**src/rtl/huffman_bit_packer_if.sv**
```systemverilog
// Codeword-in / byte-out handshake bundle for huffman_bit_packer.
// master = codeword producer and byte consumer, slave = the packer.
interface huffman_bit_packer_if #(
  parameter int CODE_W = 8,
  parameter int LEN_W  = 4
);
  logic [CODE_W-1:0] code_in;
  logic [LEN_W-1:0]  length_in;
  logic              code_valid;
  logic              code_ready;
  logic              flush;
  logic [7:0]        byte_out;
  logic              byte_valid;
  logic              byte_ready;
  logic              flush_done;

  modport master (
    output code_in, length_in, code_valid, flush, byte_ready,
    input  code_ready, byte_out, byte_valid, flush_done
  );

  modport slave (
    input  code_in, length_in, code_valid, flush, byte_ready,
    output code_ready, byte_out, byte_valid, flush_done
  );
endinterface

```
**src/rtl/huffman_bit_packer.sv**
```systemverilog
// Packs variable-length Huffman codewords MSB-first into bytes, with zero-pad flush.
// Optional HUFF_PACK_STATS_EN adds wrapping total_bits / total_bytes counters.
module huffman_bit_packer #(
  parameter int CODE_W = 8,
  parameter int LEN_W  = 4,
  parameter int STAT_W = 24
) (
  input  logic                clock,
  input  logic                reset,
  huffman_bit_packer_if.slave bus
`ifdef HUFF_PACK_STATS_EN
  ,
  output logic [STAT_W-1:0]   total_bits,
  output logic [STAT_W-1:0]   total_bytes
`endif
);
  localparam int MW = CODE_W + 1;

  typedef enum logic {RUN, FLUSH} state_t;

  state_t      state;
  logic [15:0] acc;
  logic [4:0]  cnt;

  logic              free, emit, accept, pad, done;
  logic [4:0]        len_c, cnt_post, cnt_app, shamt;
  logic [MW-1:0]     mask;
  logic [CODE_W-1:0] code_m;
  logic [15:0]       acc_post, ins, acc_app;

  always_comb begin
    free   = !bus.byte_valid || bus.byte_ready;
    emit   = (cnt >= 5'd8) && free;
    pad    = (state == FLUSH) && (cnt != 5'd0) && (cnt < 5'd8) && free;
    done   = (state == FLUSH) && (cnt == 5'd0) && free;
    bus.code_ready = (state == RUN) && ((cnt < 5'd8) || emit);
    accept = bus.code_valid && bus.code_ready;

    len_c  = (bus.length_in > LEN_W'(CODE_W)) ? 5'(CODE_W) : 5'(bus.length_in);
    mask   = (MW'(1) << len_c) - MW'(1);
    code_m = bus.code_in & mask[CODE_W-1:0];

    acc_post = emit ? (acc << 8) : acc;
    cnt_post = emit ? (cnt - 5'd8) : cnt;
    // cnt_post <= 7 whenever a code is accepted, so shamt >= 1 and nothing falls off the top
    shamt    = 5'd16 - cnt_post - len_c;
    ins      = 16'(code_m) << shamt;
    acc_app  = accept ? (acc_post | ins) : acc_post;
    cnt_app  = accept ? (cnt_post + len_c) : cnt_post;
  end

  always_ff @(posedge clock) begin
    if (reset) begin
      state          <= RUN;
      acc            <= '0;
      cnt            <= '0;
      bus.byte_out   <= '0;
      bus.byte_valid <= 1'b0;
      bus.flush_done <= 1'b0;
    end else begin
      bus.flush_done <= 1'b0;
      acc            <= acc_app;
      cnt            <= cnt_app;

      if (emit || pad) begin
        bus.byte_out   <= acc[15:8];
        bus.byte_valid <= 1'b1;
      end else if (bus.byte_valid && bus.byte_ready) begin
        bus.byte_valid <= 1'b0;
      end

      case (state)
        RUN: if (bus.flush) begin
          // nothing buffered and output slot free: finish right away
          if ((cnt_app == 5'd0) && !emit && free) bus.flush_done <= 1'b1;
          else                                    state <= FLUSH;
        end
        FLUSH: begin
          if (pad) begin
            acc <= '0;
            cnt <= '0;
          end else if (done) begin
            bus.flush_done <= 1'b1;
            state          <= RUN;
          end
        end
        default: state <= RUN;
      endcase
    end
  end

`ifdef HUFF_PACK_STATS_EN
  always_ff @(posedge clock) begin
    if (reset) begin
      total_bits  <= '0;
      total_bytes <= '0;
    end else begin
      if (accept)      total_bits  <= total_bits + STAT_W'(len_c);
      if (emit || pad) total_bytes <= total_bytes + STAT_W'(1);
    end
  end
`endif
endmodule

```
**src/flat_wrapper.sv**
```systemverilog
// flat-port wrapper written by rule: the top's interface ports become plain ports
module huffman_bit_packer_flat 
#(
  parameter int CODE_W = 8,
  parameter int LEN_W  = 4,
  parameter int STAT_W = 24
)
  (clock, reset, bus_code_in, bus_length_in, bus_code_valid, bus_flush, bus_byte_ready, bus_code_ready, bus_byte_out, bus_byte_valid, bus_flush_done);
  huffman_bit_packer_if #(.CODE_W(CODE_W), .LEN_W(LEN_W)) bus_i ();
  input  logic clock;
  input  logic reset;
  input wire logic [$bits(bus_i.code_in)-1:0] bus_code_in;
  input wire logic [$bits(bus_i.length_in)-1:0] bus_length_in;
  input wire logic [$bits(bus_i.code_valid)-1:0] bus_code_valid;
  input wire logic [$bits(bus_i.flush)-1:0] bus_flush;
  input wire logic [$bits(bus_i.byte_ready)-1:0] bus_byte_ready;
  output wire logic [$bits(bus_i.code_ready)-1:0] bus_code_ready;
  output wire logic [$bits(bus_i.byte_out)-1:0] bus_byte_out;
  output wire logic [$bits(bus_i.byte_valid)-1:0] bus_byte_valid;
  output wire logic [$bits(bus_i.flush_done)-1:0] bus_flush_done;
  assign bus_i.code_in = bus_code_in;
  assign bus_i.length_in = bus_length_in;
  assign bus_i.code_valid = bus_code_valid;
  assign bus_i.flush = bus_flush;
  assign bus_i.byte_ready = bus_byte_ready;
  assign bus_code_ready = bus_i.code_ready;
  assign bus_byte_out = bus_i.byte_out;
  assign bus_byte_valid = bus_i.byte_valid;
  assign bus_flush_done = bus_i.flush_done;
  huffman_bit_packer #(.CODE_W(CODE_W), .LEN_W(LEN_W), .STAT_W(STAT_W)) u_core (.clock(clock), .reset(reset), .bus(bus_i));
endmodule
```
**config.mk**
```make
export PLATFORM = sky130hd
export DESIGN_NAME = huffman_bit_packer_flat
export DESIGN_NICKNAME = d
export VERILOG_FILES = /design/src/rtl/huffman_bit_packer_if.sv /design/src/rtl/huffman_bit_packer.sv /design/src/flat_wrapper.sv
export SDC_FILE = /design/constraint.sdc
export NUM_CORES = 1
export LEC_CHECK = 0
export ABC_AREA = 1
export CORE_ASPECT_RATIO = 1.25
export CORE_MARGIN = 8
export CORE_UTILIZATION = 25
export CTS_CLUSTER_DIAMETER = 80
export DETAILED_ROUTE_END_ITERATION = 6
export GPL_ROUTABILITY_DRIVEN = 0
export PLACE_DENSITY = 0.54
export SKIP_CTS_REPAIR_TIMING = 1
export SYNTH_ARGS = -nofsm -noshare
export SYNTH_HDL_FRONTEND = slang
export SYNTH_SLANG_ARGS = --single-unit
```
**constraint.sdc**
```tcl
create_clock -name clock -period 2.6 [get_ports clock]
set_input_delay 0.39 -clock clock [delete_from_list [all_inputs] [get_ports clock]]
set_output_delay 0.39 -clock clock [all_outputs]
set_load 0.005 [all_outputs]
```
Word level (Yosys, flattened, before mapping)
Index checks and enable logic that the tools add are counted.

Add/subtract/negate cells: 5. Order comparisons: 3. Shift operators: 2. Multiplexer cells: 21. Bitwise operators: 3. Reduce and logical (&&, ||, !) cells: 20.

Operators by type and width (count): 16-bit 2-to-1 mux (4); 5-bit 2-to-1 mux (4); 16-bit OR (1); 8-bit by 5-bit << shifter with 16-bit output (1); 1-bit logical AND (11); 5-bit logical NOT (2); 1-bit 2-to-1 mux (10); 8-bit bitwise AND (1); 1-bit by 5-bit << shifter with 8-bit output, first input constant (1); 8-bit by 2-bit subtractor with 8-bit output, second input constant (1); 5-bit adder (1); 5-bit by 4-bit >= comparator with 1-bit output, second input constant (1); 5-bit by 4-bit less-than comparator with 1-bit output, second input constant (1); 5-bit nonzero test (1); 5-bit by 4-bit subtractor with 5-bit output, second input constant (1); 5-bit subtractor (1); 5-bit subtractor, first input constant (1); 4-bit greater-than comparator, second input constant (1); 4-bit 2-to-1 mux (1); 1-bit one-hot mux with 2 select lines (2); 1-bit logical OR (3); 1-bit logical NOT (2); 2-bit nonzero test (1); 1-bit inverter (1).

Register bits: 32. Bits of input ports: 17. Word-level logic and storage cells: 60.

Longest topological paths before layout
Depth after elaboration: 13. Depth in mapped cells: 18. Mapped depth without buffers: 18.

Least setup slack after synthesis
No wires, ideal clock.

Path type: register to register. Start point: reg u_core.cnt[3]. End point: reg u_core.acc[15]. Library setup time: 128 ps. Arrival time: 2585 ps. Data required time: 2472 ps. Path slack: -113 ps. Cell stages (with the launch flop): 14. Path buffers: 0. Clock period less this slack: 2713 ps. Cell sequence: dfxtp_1 -> inv_2 -> ha_1 -> nand2_2 -> nand2_4 -> xor2_1 -> ha_1 -> ha_1 -> xnor2_1 -> inv_2 -> nand4_1 -> inv_1 -> a21oi_1 -> nor2_1.

Word-level cells in the longest chain between the ends: 10. Elaborated cells on any way between the ends: 20. Classes of those cells: add/sub (3); order compare (2); shift (1); mux (5); bitwise (1); reduce/logical (8).

Ends and longest elaborated chain: start: declaration (line huffman_bit_packer.sv:23) `logic [4:0] cnt;`; start signal: assignment (line huffman_bit_packer.sv:63) `cnt <= cnt_app;`; 5-bit by 4-bit >= comparator with 1-bit output (line huffman_bit_packer.sv:33) `emit = (cnt >= 5'd8) && free;`; 1-bit logical AND (line huffman_bit_packer.sv:33); 5-bit 2-to-1 mux (line huffman_bit_packer.sv:44) `cnt_post = emit ? (cnt - 5'd8) : cnt;`; 5-bit subtractor (2 in series) (line huffman_bit_packer.sv:46) `shamt = 5'd16 - cnt_post - len_c;`; 8-bit by 5-bit << shifter with 16-bit output (line huffman_bit_packer.sv:47) `ins = 16'(code_m) << shamt;`; 16-bit OR (line huffman_bit_packer.sv:48) `acc_app = accept ? (acc_post | ins) : acc_post;`; 16-bit 2-to-1 mux (line huffman_bit_packer.sv:48); 16-bit 2-to-1 mux (line huffman_bit_packer.sv:79) `if (pad) begin`; 16-bit 2-to-1 mux * (line huffman_bit_packer.sv:72) `case (state)`; end signal: assignment (line huffman_bit_packer.sv:62) `acc <= acc_app;`; end: declaration (line huffman_bit_packer.sv:22) `logic [15:0] acc;`.

Mark *: on every way between the ends. The rest lies on a longest branch, timed or not. A chain may end at the register's enable or synchronous reset.

Worst setup path in the final report
Start point: reg u_core.cnt[0]. End point: reg u_core.acc[12].

The elaborated chain is that of the path after synthesis.

==> flow_summary.toml <==
[worst_setup_path]
worst_r2r_path_depth = 14
crit_family = "simple AND/OR/NAND/NOR gates"
rr_startpoint = "u_core.cnt[0]"
crit_path_max_incr_delay_ns = 0.32
r2r_slack_ns = 0.09
cp_max_fo = 7
worstPathArrival_ns = 2.71
r2r-end = "u_core.acc[12]"
worstPathRequired_ns = 2.81
cp-end-kind = "register"
path_cells = "nor2_2, nand3_2, nand2_4, nand2_4, xor2_4, ha_4, ha_4, buf_4, xnor2_2, buf_4, nand4_4, nor2_2, nor2_1, a21oi_1"
critPathLaunchType = "register"
critical_path_class = "register to register"
critPathSlowestCell = "dfxtp_2"
cp.buffers_inverters = 2

[synth]
synth_edf_count = 0
synth_flop_cell = "dfxtp_1"
synthDistinctLibCells = 33
synth_nets = 376
synth_seq_cells = 32
yosysWarnings = 0
synthDominantCellAreaShare = 0.282
synth_area_leaders = "dfxtp_1, nand2_1, nand3_1, nor2_1, ha_1"
yosysTopAreaCell = "dfxtp_1"
synthArstFlopShare = 0
netlist_instances = 344
netlist_area_um2 = 2270
syn_avg_cell_area_um2 = 6.60
yosysSeqAreaShare = 0.282

[sta]
min_period_ns = 2.51
worstMarginPinSlew_ns = 0.382
fin_skew_ns = 0.00574
maxSlewViolCount = 0
setup_viol = 0
timing.fmax_ghz = 0.399
finalHoldViolCount = 0
maxSlewHeadroom = 0.744
rsz0062_at_grt = "yes"
period_share = 0.964

[floorplan]
initial_core_util = 0.253
coreArea_um2 = 8980
pin_count = 28
rows = 39
die_h_um = 123
die_area_um2 = 12400
die_w_um = 101

[cells_and_area]
post-route-util = 0.355
n_fill_cell = 1006
drive_above_1_share = 0.229
area_growth_pct = 40.4
fin_nets = 429
diodes = 0
final_cells = 521
final_common_cell = "nand2_1"
final_cell_mix = "nand2_1, nor2_1, nand3_1"

[placement]
dp_hpwl_mm = 4.60
io_buffers = 27
dp_cells = 511

[drt]
drc_errors = 0
ant_nets = 0
vias = 2285
drt_pre_antenna_iters = 4
routed_wl_mm = 5.87
wl_per_cell_um = 11.3
routed_via_density = 4.39
detail_route.iter0.violations = 112

[hold_path]
min-delay-path-class = "register to register"
min_to = "u_core.acc[5]"
hold_path_depth = 2
min_from = "u_core.acc[5]"

[clock_network]
htree_levels = 2
clkSinkCount = 32
clk_latency_ns = 0.27
numCtsBuffers = 5
cts-root-buf = "clkbuf_16"
clk_pin_slew_worst_paths_ns = 0.05
cts_tree = "built"
clockBufferDepth = 2

[grt]
grt_max_degree = 22
antenna_found_initial = 0
grt_pass1_vias = 2236
grt.overflow.total = 0
grt_pass1_wl_mm = 9.89
grt_usage = 0.0981

[outcome]
status = "finished clean"

[power_and_ir_drop]
ir_drop_uv = 427
leakage_nw = 1.42
powerDensity_nw_per_um2 = 1150

[flow_run]
maxCapViolations = 0
## cells by family (layout without fill, tap and decap cells)
| kind of cell | after synthesis | in the layout | share of synthesized area |
|---|---|---|---|
| multiplexers | 3 | 3 | 0.0132 |
| flip-flops | 32 | 32 | 0.282 |
| AND/OR/NAND/NOR | 188 | 188 | 0.391 |
| AO/OA/AOI/OAI | 47 | 47 | 0.109 |
| buffers and inverters | 55 | 109 | 0.0965 |
| XOR/XNOR | 4 | 4 | 0.0187 |
| adder cells (fa/ha/maj) | 15 | 15 | 0.0893 |
## metal layers
layer	vias to the layer above	global-route usage	wire, um
li1	1226	-	-
met1	1014	0.125	2790
met2	37	0.152	2720
met3	8	0.0187	248
met4	0	0.0542	115
met5	-	0	0
## cell type report
type	count	area, um2	area share
clock inverter	1	7.51	0.00236
multi-input combinational	257	1570	0.492
clock buffer	7	143	0.0448
sequential	32	643	0.202
tap	123	154	0.0483
inverter	45	176	0.0554
timing repair buffer	56	495	0.156
## worst max path at each step
stage,start,to,depth (start not counted)
4_1_cts,bus_length_in[3],u_core.acc[15],11
5_1_grt,u_core.cnt[3],u_core.acc[11],17
2_1_floorplan,u_core.cnt[3],u_core.acc[15],15
6_report,u_core.cnt[0],u_core.acc[12],14
3_3_place_gp,bus_length_in[3],u_core.acc[15],11
3_5_place_dp,bus_length_in[3],u_core.acc[15],11
## cells in the mapped netlist (2+ instances only)
master,n
nand2_1,67
nor2_1,52
nand3_1,40
dfxtp_1,32
inv_1,32
a21oi_1,24
ha_1,13
o21ai_0,12
inv_2,10
nand4_1,10
o21ai_1,7
clkbuf_1,6
nand2_2,4
nand3_2,4
nor2_2,4
mux2i_1,3
buf_2,2
clkinv_1,2
fa_1,2
nand3b_1,2
nor2_4,2
o21ai_2,2
xnor2_1,2
## worst reg2reg max path, stage by stage (launching register included)
cell and delay, ns:
dfxtp_2 0.32, nor2_2 0.15, nand3_2 0.12, nand2_4 0.11
nand2_4 0.07, xor2_4 0.19, ha_4 0.28, ha_4 0.21
buf_4 0.14, xnor2_2 0.18, buf_4 0.16, nand4_4 0.17
nor2_2 0.16, nor2_1 0.05, a21oi_1 0.12
## power breakdown
part / internal, mW / switching (mW)
Combinational: 1.03 / 1.36
Clock: 0.380 / 0.200
Sequential: 0.629 / 0.0648
Total: 2.04 / 1.62
## flip-flops by register name (all words and copies together), names as in the netlist
signal and flops:
u_core.bus.byte_out 8, u_core.cnt 5, u_core.state 1, u_core.bus.byte_valid 1
u_core.bus.flush_done 1, u_core.acc 16
## metrics by stage
stage          setup TNS, ns  setup slack, ns  total power, mW  hold WS (ns)  cell area, um2
2_1_floorplan              0           0.0580             2.13         0.444            2300
3_3_place_gp           -4.48           -0.372             2.73         0.455            2880
3_5_place_dp           -4.93           -0.381             2.75         0.457            2880
4_1_cts               -0.307           -0.104             3.36         0.465            3030
5_1_grt               -0.181          -0.0482             4.00         0.489            3190
6_report                   0           0.0948             3.67         0.467            3190
Power figures use the tool's default switching activity.
